File: src/rtl/bullcow_display.sv
// bullcow_display: renders bull/cow game state on an 8-digit multiplexed 7-segment display.
// Ports:
//   clock, reset        system clock, asynchronous active-high reset
//   mode[2:0]           game state (000/001 setup, 010/011 guess, 111 end game)
//   result_valid        one-cycle strobe qualifying bulls/cows
//   bulls[2:0], cows[2:0] result of the current guess
//   winner              0 = J1, 1 = J2, captured on entry to end game
//   points_j1/j2[7:0]   win counts, captured (clamped to 99) on entry to end game
//   an[7:0]             active-low digit anodes, an[7] leftmost
//   seg[6:0]            active-low segments {g,f,e,d,c,b,a}
//   dp                  active-low decimal point, always off
module bullcow_display #(
    parameter int DIGIT_CYCLES = 100000,
    parameter int BLINK_CYCLES = 25000000
) (
    input  logic       clock,
    input  logic       reset,
    input  logic [2:0] mode,
    input  logic       result_valid,
    input  logic [2:0] bulls,
    input  logic [2:0] cows,
    input  logic       winner,
    input  logic [7:0] points_j1,
    input  logic [7:0] points_j2,
    output logic [7:0] an,
    output logic [6:0] seg,
    output logic       dp
);
    localparam int DW = (DIGIT_CYCLES > 1) ? $clog2(DIGIT_CYCLES) : 1;
    localparam int BW = (BLINK_CYCLES > 1) ? $clog2(BLINK_CYCLES) : 1;
    localparam logic [6:0] G_B     = 7'b0000011;
    localparam logic [6:0] G_C     = 7'b0100111;
    localparam logic [6:0] G_J     = 7'b1100001;
    localparam logic [6:0] G_S     = 7'b0010010;
    localparam logic [6:0] G_E     = 7'b0000110;
    localparam logic [6:0] G_T     = 7'b0000111;
    localparam logic [6:0] G_DASH  = 7'b0111111;
    localparam logic [6:0] G_BLANK = 7'b1111111;

    logic [DW-1:0] r_cnt;
    logic [2:0]    r_idx;
    logic [BW-1:0] r_bcnt;
    logic          r_blink_on;
    logic [2:0]    r_mode;
    logic [2:0]    r_bulls;
    logic [2:0]    r_cows;
    logic          r_flag;
    logic          r_win;
    logic [6:0]    r_p1;
    logic [6:0]    r_p2;
    logic [7:0]    r_an;
    logic [6:0]    r_seg;

    logic       w_scan_end;
    logic       w_blink_end;
    logic       w_chg;
    logic       w_end;
    logic       w_enter;
    logic       w_setup;
    logic       w_guess;
    logic [6:0] w_p1;
    logic [6:0] w_p2;
    logic [6:0] w_bull_g;
    logic [6:0] w_cow_g;
    logic [6:0] w_d [8];

    function automatic logic [6:0] dig(input logic [3:0] v);
        case (v)
            4'd0:    dig = 7'b1000000;
            4'd1:    dig = 7'b1111001;
            4'd2:    dig = 7'b0100100;
            4'd3:    dig = 7'b0110000;
            4'd4:    dig = 7'b0011001;
            4'd5:    dig = 7'b0010010;
            4'd6:    dig = 7'b0000010;
            4'd7:    dig = 7'b1111000;
            4'd8:    dig = 7'b0000000;
            4'd9:    dig = 7'b0010000;
            default: dig = G_E;
        endcase
    endfunction

    // A count of 5..7 can only come from a faulty upstream; flag it with E.
    function automatic logic [6:0] count_glyph(input logic v, input logic [2:0] n);
        count_glyph = !v ? G_DASH : (n > 3'd4) ? G_E : dig({1'b0, n});
    endfunction

    assign w_scan_end  = (r_cnt == DW'(DIGIT_CYCLES - 1));
    assign w_blink_end = (r_bcnt == BW'(BLINK_CYCLES - 1));
    assign w_chg       = (mode != r_mode);
    assign w_end       = (mode == 3'b111);
    assign w_enter     = w_end && w_chg;
    assign w_setup     = (mode[2:1] == 2'b00);
    assign w_guess     = (mode[2:1] == 2'b01);
    assign w_p1        = (points_j1 > 8'd99) ? 7'd99 : points_j1[6:0];
    assign w_p2        = (points_j2 > 8'd99) ? 7'd99 : points_j2[6:0];
    assign w_bull_g    = count_glyph(r_flag, r_bulls);
    assign w_cow_g     = count_glyph(r_flag, r_cows);

    always_comb begin
        w_d[7] = (w_setup || w_guess || w_end) ? G_J : G_BLANK;
        w_d[6] = (w_setup || w_guess) ? dig({3'b000, mode[0]} + 4'd1) :
                 w_end ? dig({3'b000, r_win} + 4'd1) : G_BLANK;
        w_d[5] = G_BLANK;
        w_d[4] = w_guess ? w_bull_g : w_end ? dig(4'(r_p1 / 7'd10)) : G_BLANK;
        w_d[3] = w_guess ? G_B : w_end ? dig(4'(r_p1 % 7'd10)) : G_BLANK;
        w_d[2] = w_setup ? G_S : w_end ? G_DASH : G_BLANK;
        w_d[1] = w_setup ? G_E : w_guess ? w_cow_g : w_end ? dig(4'(r_p2 / 7'd10)) : G_BLANK;
        w_d[0] = w_setup ? G_T : w_guess ? G_C : w_end ? dig(4'(r_p2 % 7'd10)) : G_BLANK;
    end

    always_ff @(posedge clock or posedge reset) begin
        if (reset) begin
            r_cnt      <= '0;
            r_idx      <= '0;
            r_bcnt     <= '0;
            r_blink_on <= 1'b1;
            r_mode     <= '0;
            r_bulls    <= '0;
            r_cows     <= '0;
            r_flag     <= 1'b0;
            r_win      <= 1'b0;
            r_p1       <= '0;
            r_p2       <= '0;
            r_an       <= 8'hFF;
            r_seg      <= 7'h7F;
        end else begin
            r_mode <= mode;
            r_cnt  <= w_scan_end ? '0 : r_cnt + 1'b1;
            if (w_scan_end)
                r_idx <= r_idx + 3'd1;
            // Capture takes priority over the mode-change clear.
            if (result_valid) begin
                r_bulls <= bulls;
                r_cows  <= cows;
                r_flag  <= 1'b1;
            end else if (w_chg) begin
                r_flag <= 1'b0;
            end
            if (w_enter) begin
                r_win <= winner;
                r_p1  <= w_p1;
                r_p2  <= w_p2;
            end
            if (!w_end || w_enter) begin
                r_bcnt     <= '0;
                r_blink_on <= 1'b1;
            end else if (w_blink_end) begin
                r_bcnt     <= '0;
                r_blink_on <= ~r_blink_on;
            end else begin
                r_bcnt <= r_bcnt + 1'b1;
            end
            // Blank all anodes for the first cycle of each slot to hide ghosting.
            r_an  <= (r_cnt == '0 || !r_blink_on) ? 8'hFF : ~(8'd1 << r_idx);
            r_seg <= w_d[r_idx];
        end
    end

    assign an  = r_an;
    assign seg = r_seg;
    assign dp  = 1'b1;
endmodule

File: config.mk
export PLATFORM = sky130hd
export DESIGN_NAME = bullcow_display
export DESIGN_NICKNAME = d
export VERILOG_FILES = /design/src/rtl/bullcow_display.sv
export SDC_FILE = /design/constraint.sdc
export NUM_CORES = 1
export LEC_CHECK = 0
export ABC_CLOCK_PERIOD_IN_PS = 4400
export CAP_MARGIN = 15
export CORE_MARGIN = 2
export CORE_UTILIZATION = 35
export DETAILED_ROUTE_END_ITERATION = 10
export GPL_TIMING_DRIVEN = 0
export PLACE_DENSITY = 0.55
export SYNTH_ARGS = -nofsm -noshare
export SYNTH_HDL_FRONTEND = slang
export SYNTH_SLANG_ARGS = --single-unit
File: constraint.sdc
create_clock -name clock -period 4.4 [get_ports clock]
set_clock_uncertainty 0.15 [all_clocks]
set_input_delay 0.88 -clock clock [delete_from_list [all_inputs] [get_ports clock]]
set_output_delay 0.88 -clock clock [all_outputs]
set_load 0.1 [all_outputs]
==> results.yml <==
outcome:
  status: "finished, final reports clean"
critical_path:
  crit_type: "reg2reg"
  cp-end-kind: "register"
  slowest_stage: "dfrtp_2"
  worst_path_largest_cell_delay_ns: 0.44
  r2r-end: "seg[1]"
  crit_top_cell: "o22ai_1"
  cp.buffers_inverters: 3
  reg2reg_depth: 21
  cp.arrival_ns: 4.26
  rr_startpoint: "r_p2[4]"
  crit_chain: "clkbuf_4, nand2b_1, nand2_1, o22ai_1, nor2_2, ha_1, buf_4, nor2b_2, mux2_2, a31oi_4, a22o_1, nand2_2, ha_4, nor2b_1, o21ai_0, a221oi_2, o22ai_1, inv_1, a31o_2, o31ai_1, a22oi_1"
  rrSetupSlack_ns: 0.24
  path_delay_family: "compound AO/OA/AOI/OAI gates"
  crit_path_max_fanout: 10
  critical_path_required_ns: 4.49
  critPathLaunchType: "register"
cts:
  cts_tree: "built"
  htreeDepth: 3
  cts_inserted_buffers: 9
  hold_buffers: 0
  clockRootBuffer: "clkbuf_16"
  cts_sinks: 86
  clockBufferDepth: 2
  clk_pin_slew_ns: 0.07
  clock_latency_ns: 0.35
grt:
  grt_remaining_overflow: 0
  grt_usage_pct: 18.3
  first_global_vias: 5751
  use_met3_pct: 2.99
  gr-usage-met1_pct: 26.7
  grt_max_degree: 59
  met2_usage_pct: 28.4
  antenna_found_initial: 0
  grt_pass1_wl_mm: 29.7
  busiest_layer: "met2"
sta:
  timing.final.ws_setup_ns: 0.236
  timing.hold.ws_ns: 0.348
  tns_ns: 0
  finalCriticalPeriod_ns: 4.16
  slew_violations: 0
  slew_headroom_pct: 34.6
  worstMarginPinSlew_ns: 0.978
  rsz0062_at_grt: "yes"
  hold_viol_final: 0
  setup_viol: 0
  fmaxAchievable_mhz: 240
  min_period_over_period_pct: 94.6
floorplanning:
  coreArea_sq_um: 18700
  rows: 50
  initial_utilization_pct: 35.7
  io_pins: 45
  die_y_microns: 142
  die_w_microns: 142
  die_area_sq_um: 20200
place:
  place_hpwl_mm: 13.5
  gp_congestion: 0.888
  dp_slack_ns: -0.356
  portBuffers: 43
job:
  drv_cap: 0
min_path:
  hold_path_depth: 1
  min_path_type: "reg2reg"
  min_from: "r_cnt[4]"
  hold_end: "r_cnt[4]"
synthesis:
  synth-edff-count: 0
  ys.flop_type: "dfrtp_1"
  ys_warn_count: 0
  async_flop_share_pct: 100
  ys_ff_latch: 86
  yosysTopAreaCellShare_pct: 26.2
  ys_seq_area_share_pct: 32.5
  syn_inst: 824
  synth_area_leaders: "dfrtp_1 (26%), dfstp_2 (6.3%), ha_1 (6.0%), o21ai_0 (5.2%), nor2_1 (4.6%)"
  syn_nets: 885
  syn_area_per_cell_sq_um: 8.11
  ys_types: 87
  syn_area_sq_um: 6680
  synth_top_cell_by_area: "dfrtp_1"
layout:
  fin_util_pct: 42.5
  n_antenna_cell: 0
  drive_above_1_share_pct: 11.7
  nets: 951
  final_common_cell: "nor2_1"
  layout_common_cells: "nor2_1 (81), nand2_1 (73), dfrtp_1 (67)"
  fillers: 1900
  area_growth_pct: 19.1
power_and_ir_drop:
  p_per_area_nw_per_um2: 409
  ir_drop_mv: 0.344
  finalPower_uw: 3260
  cellLeakagePower_uw: 0.00324
drt:
  drt_first_iter_violations: 499
  wl_per_cell_microns: 16.3
  postRouteWirelength_mm: 18.4
  vias_per_cell: 5.59
  num_vias: 6307
  drc_errors: 0
  drtAntennaViolNets: 0
  detail_route.first_pass.iterations: 5
cells in the mapped netlist, drive strengths merged, types with 4 or more instances:
| master | count |
|---|---|
| nand4 | 13 |
| and3 | 9 |
| ha | 32 |
| or3 | 8 |
| o211ai | 4 |
| a211oi | 7 |
| nor4 | 8 |
| a221oi | 6 |
| inv | 41 |
| a21oi | 42 |
| a21o | 5 |
| buf | 24 |
| clkbuf | 27 |
| a311oi | 5 |
| o22ai | 6 |
| and2 | 9 |
| nor3 | 19 |
| xnor2 | 18 |
| o311ai | 6 |
| nand3 | 36 |
| xor2 | 31 |
| mux2i | 4 |
| a22o | 4 |
| nor2b | 11 |
| nand4b | 4 |
| a31oi | 26 |
| o2111ai | 5 |
| nor2 | 83 |
| dfstp | 16 |
| dfrtp | 70 |
| o31ai | 8 |
| nand2 | 74 |
| nand2b | 11 |
| a22oi | 6 |
| a211o | 5 |
| o21a | 4 |
| o21ai | 71 |
| nor3b | 7 |
layer usage:
layer / vias to the layer above / share of wire (%)
met4: 0 / 1.2
met5: - / 0
met3: 23 / 5.0
met1: 2963 / 50
li1: 3132 / -
met2: 189 / 43
per-stage QoR:
step                cell area [sq um]  instances
finish                           7960       1129
global placement                 7410       1101
floorplan                        6680        824
CTS                              7830       1121
detailed placement               7440       1102
global route                     7960       1129
state kept, by name (all words and copies together) (netlist names):
name,count
r_bulls,3
an,8
r_p1,7
r_mode,3
r_cnt,17
seg,7
r_blink_on,1
r_idx,3
r_p2,7
r_cows,3
r_win,1
r_bcnt,25
r_flag,1
how the worst max path moves through the flow:
| stage | from | to | slack (ns) | depth (start not counted) |
|---|---|---|---|---|
| after detailed placement | r_p1[2] | seg[4] | -0.36 | 20 |
| final | r_p2[4] | seg[1] | 0.24 | 21 |
| after global placement | reset | r_p2[5] | -0.38 | 2 |
| after global routing | r_p2[4] | seg[1] | -0.05 | 21 |
| after CTS | r_p1[5] | seg[4] | 0.01 | 20 |
| after floorplan | r_p1[4] | seg[4] | 0.48 | 21 |
final cells by class:
type | count | area (sq um) | share of cell area, %
well taps | 234 | 293 | 3.68
inverters | 43 | 166 | 2.09
clock inverters | 6 | 75.1 | 0.943
plain buffers | 51 | 250 | 3.14
flip-flops and latches | 86 | 2180 | 27.3
clock buffers | 10 | 239 | 3.00
multi-input cells | 644 | 4220 | 53.0
repair buffers | 55 | 541 | 6.79
cells by family after synthesis:
family          Yosys count  synth area share (%)
mux                       6                 0.936
buf+inv                  94                  5.78
fa+ha+maj                33                  6.14
simple gates            313                  23.5
compound gates          242                  24.6
other cells               1                0.0561
flops                    86                  32.5
xor+xnor                 49                  6.53
power breakdown:
group	leakage, uW	internal [uW]	switching [uW]
clock	0.000152	465	339
sequential	0.00108	851	39.0
combinational	0.00201	585	977
timing repair:
action / in CTS / in global routing
pin swaps: 6 / 10
gates resized for setup: 10 / 33
endpoints found under the setup margin: 6 / 7
setup buffers: 3 / 8
(Power assumes the default switching activity.)
==> RTL edit 1, RTL diff (same flow settings) <==
Add an input register stage for `bulls`, without a reset; this delays it by one clock. The other inputs are not delayed to match. Comments in the files are not updated.
--- a/src/rtl/bullcow_display.sv
+++ b/src/rtl/bullcow_display.sv
@@ -36,6 +36,12 @@
     localparam logic [6:0] G_T     = 7'b0000111;
     localparam logic [6:0] G_DASH  = 7'b0111111;
     localparam logic [6:0] G_BLANK = 7'b1111111;
+
+    logic [2:0] bulls_q;
+
+    always_ff @(posedge clock) begin
+        bulls_q <= bulls;
+    end
 
     logic [DW-1:0] r_cnt;
     logic [2:0]    r_idx;
@@ -131,7 +137,7 @@
                 r_idx <= r_idx + 3'd1;
             // Capture takes priority over the mode-change clear.
             if (result_valid) begin
-                r_bulls <= bulls;
+                r_bulls <= bulls_q;
                 r_cows  <= cows;
                 r_flag  <= 1'b1;
             end else if (w_chg) begin
Behaviour: no difference found for any inputs over 10 cycles, from zero or initial values and one cycle with reset high; that may be too few to reach the edited logic, so the function may still have changed.
==> RTL edit 1 against the unedited design <==
  * Utilization fell by 0.74 points
  * Routed wire length rose by 2.9%
  * Setup slack worse by 48 ps
  * Critical path type unchanged
  * Die area up 1.8%
  * Area after synthesis increased by 1.9%
  * Sequential cell count increased by 3
  * Total power is 1.1% higher
  * Cell area is 1.2% higher
==> RTL edit 1: results (changes against the unedited design) <==
| Metric | Value |
|---|---|
| Largest cells by area after synthesis | sky130_fd_sc_hd__dfrtp_1 (26%), sky130_fd_sc_hd__dfstp_2 (6.2%), sky130_fd_sc_hd__ha_1 (5.9%), sky130_fd_sc_hd__nand2_1 (5.2%), sky130_fd_sc_hd__nor2_1 (4.9%) (was sky130_fd_sc_hd__dfrtp_1 (26%), sky130_fd_sc_hd__dfstp_2 (6.3%), sky130_fd_sc_hd__ha_1 (6.0%), sky130_fd_sc_hd__o21ai_0 (5.2%), sky130_fd_sc_hd__nor2_1 (4.6%)) |
| Number of clock sinks seen by CTS | 89 (was 86) |
| Repair and plain buffers | 101 (was 106) |
| Result of the run | complete, no violations (unchanged) |
| Synth Instances | 829 (was 824) |
| RePlAce Congestion | 0.924 (was 0.888) |
| Number of fill cells | 1,993 (was 1,900) |
| Number of distinct library cell variants in the gate-level netlist after synthesis | 88 (was 87) |
| Global-route usage over all layers | 0.189 (was 0.183) |
| Clock tree cell share of total cell area | 0.0415 (was 0.0395) |
| Met1 capacity usage during global routing | 0.267 (about the same) |
| Number of global-route vias before repair | 5,939 (was 5,751) |
| Final non-clock buffer share | 0.0921 (was 0.0994) |
| Sequential Area | 2230 sq um (was 2180 sq um) |
| Count of clock buffers in the final design | 9 (was 10) |
| Crit-path slowest cell | sky130_fd_sc_hd__or3b_1 (was sky130_fd_sc_hd__dfrtp_2) |
| Global-route wire length before repair | 31,000 um (was 29,700 um) |
| Multi-input combinational gate total | 653 (was 644) |
| Global-route track usage on met3 | 0.0300 (was 0.0299) |
| Number of cells after detailed placement | 1,138 (was 1,102) |
| Mean routed wirelength per cell | 16.3 um (about the same) |
| Dpl hpwl | 13,800 um (was 13,500 um) |
| Share of cells above drive strength 1 | 0.113 (was 0.117) |
| Pin count of the biggest net entering global routing | 54 (was 59) |
| Post-synthesis async set-or-reset flop share | 0.966 (was 1.00) |
-- RTL edit 1: stage by stage --
step                      utilization  setup slack [ps]  cell area [sq um]  TNS (ps)
final                           0.418               188               8060         0
after global routing            0.418             -3.73               8060     -3.73
after CTS                       0.414              24.8               7970         0
after detailed placement        0.394              -389               7600     -1610
after global placement          0.393              -462               7570    -23830
after floorplan                     -               452               6810         0
-- RTL edit 1: cell families (layout without fill, tap and decap cells) --
| logic type | after synthesis | after routing | synth area share |
|---|---|---|---|
| other | 1 | 1 | 0.000551 |
| xor gates and xnor gates | 53 | 53 | 0.0709 |
| muxes | 8 | 8 | 0.0123 |
| buffers and inverters | 87 | 153 | 0.0538 |
| adders and majority gates | 33 | 33 | 0.0603 |
| DFF | 89 | 89 | 0.328 |
| and+or+nand+nor | 345 | 345 | 0.252 |
| AOI/OAI and AO/OA | 213 | 213 | 0.222 |
-- RTL edit 1: what timing repair did --
action / 4_1_cts / 5_1_grt
resized for setup: 6 / 15
endpoints found under the hold margin: 0 / 0
setup endpoints to repair: 7 / 7
pin swaps: 1 / 3
buffers inserted: 3 / 4
-- RTL edit 1: final timing paths --
path | startpoint | endpoint | slack (ps) | depth (start not counted)
max | r_p2[4] | seg[1] | 190 | 17
min | bulls_q[0] | r_bulls[0] | 310 | 2
max reg2reg | r_p2[4] | seg[1] | 190 | 17
min reg2reg | bulls_q[0] | r_bulls[0] | 310 | 2
max in group asynchronous | reset | seg[4] | 2690 | 3
min in group asynchronous | reset | r_cnt[16] | 740 | 2
-- RTL edit 1: where the power goes --
group	total [mW]	internal (mW)	switching (mW)
registers	0.903	0.872	0.0311
logic	1.51	0.565	0.943
clock network	0.881	0.510	0.371
total	3.29	1.95	1.34
==> RTL edit 2, RTL diff (same settings) <==
Without the edit above. Change the parameter `DIGIT_CYCLES` from 100000 to 200000.
--- a/src/rtl/bullcow_display.sv
+++ b/src/rtl/bullcow_display.sv
@@ -10,7 +10,7 @@
 //   seg[6:0]            active-low segments {g,f,e,d,c,b,a}
 //   dp                  active-low decimal point, always off
 module bullcow_display #(
-    parameter int DIGIT_CYCLES = 100000,
+    parameter int DIGIT_CYCLES = 200000,
     parameter int BLINK_CYCLES = 25000000
 ) (
     input  logic       clock,
Behaviour: no difference found for any inputs over 10 cycles, from zero or initial values and one cycle with reset high; that may be too few to reach the edited logic, so the function may still have changed.
==> RTL edit 2 against the unedited design <==
  * Routed wire length fell by 0.74%
  * Sequential cell count grew 1
  * Area after synthesis up 1.9%
  * Total power rose by 3.4%
  * Cell area up 1.4%
  * Setup slack got worse by 110 ps
  * Via count decreased by 1.4%
  * Worst hold slack lost 7.0 ps
==> RTL edit 2: results (changes against the unedited design) <==
| Metric | Value |
|---|---|
| Result of the run | complete, no violations (unchanged) |
| Crit-path slowest cell | sky130_fd_sc_hd__dfrtp_2 (unchanged) |
| Number of distinct library cell variants in the gate-level netlist after synthesis | 92 (was 87) |
| Global-route usage over all layers | 0.183 (about the same) |
| Worst-margin pin slew | 1010 ps (was 978 ps) |
| Total wirelength of the detailed-routed design | 18,200 um (was 18,400 um) |
| Setup WS post-layout | 125 ps (was 236 ps) |
| Peak supply drop | 0.000184 V (was 0.000344 V) |
| Setup slack after placement | -900 ps (was -356 ps) |
| Number of DRC markers in iteration 0 | 328 (was 499) |
| Startpoint of the lowest-slack register-to-register path | r_p1[6] (was r_p2[4]) |
| Number of fill cells | 2,008 (was 1,900) |
| Max-cap violations | 0 (unchanged) |
| Commonest cells in the synthesized netlist | sky130_fd_sc_hd__nor2_1 (89), sky130_fd_sc_hd__dfrtp_1 (71), sky130_fd_sc_hd__nand2_1 (64) (was sky130_fd_sc_hd__nor2_1 (82), sky130_fd_sc_hd__nand2_1 (74), sky130_fd_sc_hd__dfrtp_1 (70), sky130_fd_sc_hd__o21ai_0 (70), sky130_fd_sc_hd__a21oi_1 (42)) |
| Share of cells above drive strength 1 | 0.116 (was 0.117) |
| Pin count of the biggest net entering global routing | 52 (was 59) |
| FF-to-FF path depth | 19 (was 21) |
| Largest cells by area after synthesis | sky130_fd_sc_hd__dfrtp_1 (26%), sky130_fd_sc_hd__dfstp_2 (6.2%), sky130_fd_sc_hd__ha_1 (5.9%), sky130_fd_sc_hd__nor2_1 (4.9%), sky130_fd_sc_hd__o21ai_0 (4.6%) (was sky130_fd_sc_hd__dfrtp_1 (26%), sky130_fd_sc_hd__dfstp_2 (6.3%), sky130_fd_sc_hd__ha_1 (6.0%), sky130_fd_sc_hd__o21ai_0 (5.2%), sky130_fd_sc_hd__nor2_1 (4.6%)) |
| Dpl hpwl | 13,600 um (was 13,500 um) |
| Number of global-route vias before repair | 5,772 (was 5,751) |
| RePlAce Congestion | 0.899 (was 0.888) |
| CTS buffer count | 9 (unchanged) |
| Skew-Pair Late Insertion Delay | roughly 360 ps |
| Max incr delay on CP | 410 ps (was 440 ps) |
| Detailed-route via count | 6,217 (was 6,307) |
| Diode insertion count for antenna repair | 0 (unchanged) |
| Final-stage net count | 938 (was 951) |
| Arrival time at the worst endpoint | 4400 ps (was 4260 ps) |
| Net count after synthesis | 878 (was 885) |
| Seq/Total Area, Yosys | 0.323 (was 0.325) |
| Global-route wire length before repair | 30,000 um (was 29,700 um) |
| Leakage dissipation | 3.21 nW (was 3.24 nW) |
| R2r endpoint | seg[6] (was seg[1]) |
| Largest delay share family, worst path | compound AO/OA/AOI/OAI gates (unchanged) |
==> RTL edit 2: cell types whose count changed after synthesis, sizes merged, moves of 7 or more <==
cell / before / now
nand2: 74 / 65
nor2: 83 / 90
nand3: 36 / 46
a21oi: 42 / 24
xnor2: 18 / 29
o211ai: 4 / 11
==> RTL edit 2: kinds of logic (layout without fill, tap and decap cells) <==
| logic type | Yosys count | count (layout) | synth area share |
|---|---|---|---|
| AO/OA/AOI/OAI | 215 | 215 | 0.224 |
| XOR/XNOR | 58 | 58 | 0.0757 |
| adder cells (fa/ha/maj) | 32 | 32 | 0.0588 |
| buffers and inverters | 93 | 157 | 0.0636 |
| flip-flops | 87 | 87 | 0.323 |
| multiplexers | 7 | 7 | 0.0108 |
| other | 1 | 1 | 0.000551 |
| AND/OR/NAND/NOR | 324 | 324 | 0.244 |
==> RTL edit 2: routing by layer <==
layer  up-vias  GRT usage  share of wire
met5         -          0              0
met1      2986      0.259           0.49
met4         0     0.0784          0.030
met2       140      0.281           0.45
li1       3059          -              -
met3        32     0.0223          0.035
==> RTL edit 2: how the worst min path moves through the flow <==
stage                         start         to  slack, ps  cells after the start
after CTS                 r_bcnt[0]  r_bcnt[0]        350                      1
final                     r_bcnt[0]  r_bcnt[0]        340                      1
after global placement    r_bcnt[0]  r_bcnt[0]        330                      1
after global routing      r_bcnt[0]  r_bcnt[0]        370                      1
after detailed placement  r_bcnt[0]  r_bcnt[0]        340                      1
after floorplan           r_bcnt[0]  r_bcnt[0]        310                      1
==> RTL edit 2: repair_timing <==
item,4_1_cts,5_1_grt
resized for setup,8,18
pin swaps,2,12
setup endpoints to repair,7,5
setup buffers,2,3
==> RTL edit 2: area by class of cell <==
type | count | area share
Timing Repair Buffer | 49 | 0.0614
Sequential cell | 87 | 0.272
Tap cell | 265 | 0.0411
Inverter | 42 | 0.0198
Clock buffer | 11 | 0.0313
Buffer | 51 | 0.0357
Multi-Input combinational cell | 637 | 0.529
Clock inverter | 4 | 0.00961
==> RTL edit 2: per-stage QoR <==
step / total power, mW / utilization / instances / instance area (sq um) / hold WS [ps]
after detailed placement: 2.41 / 0.394 / 1126 / 7600 / 336
after floorplan: 2.06 / - / 817 / 6810 / 305
after global placement: 2.41 / 0.393 / 1125 / 7570 / 332
after CTS: 3.34 / 0.415 / 1143 / 7990 / 346
final: 3.37 / 0.419 / 1146 / 8070 / 341
after global routing: 3.57 / 0.419 / 1146 / 8070 / 370
==> RTL edit 2: power breakdown <==
| part | switching, mW | internal [mW] |
|---|---|---|
| clock | 0.331 | 0.528 |
| combinational | 0.985 | 0.614 |
| sequential | 0.0431 | 0.865 |
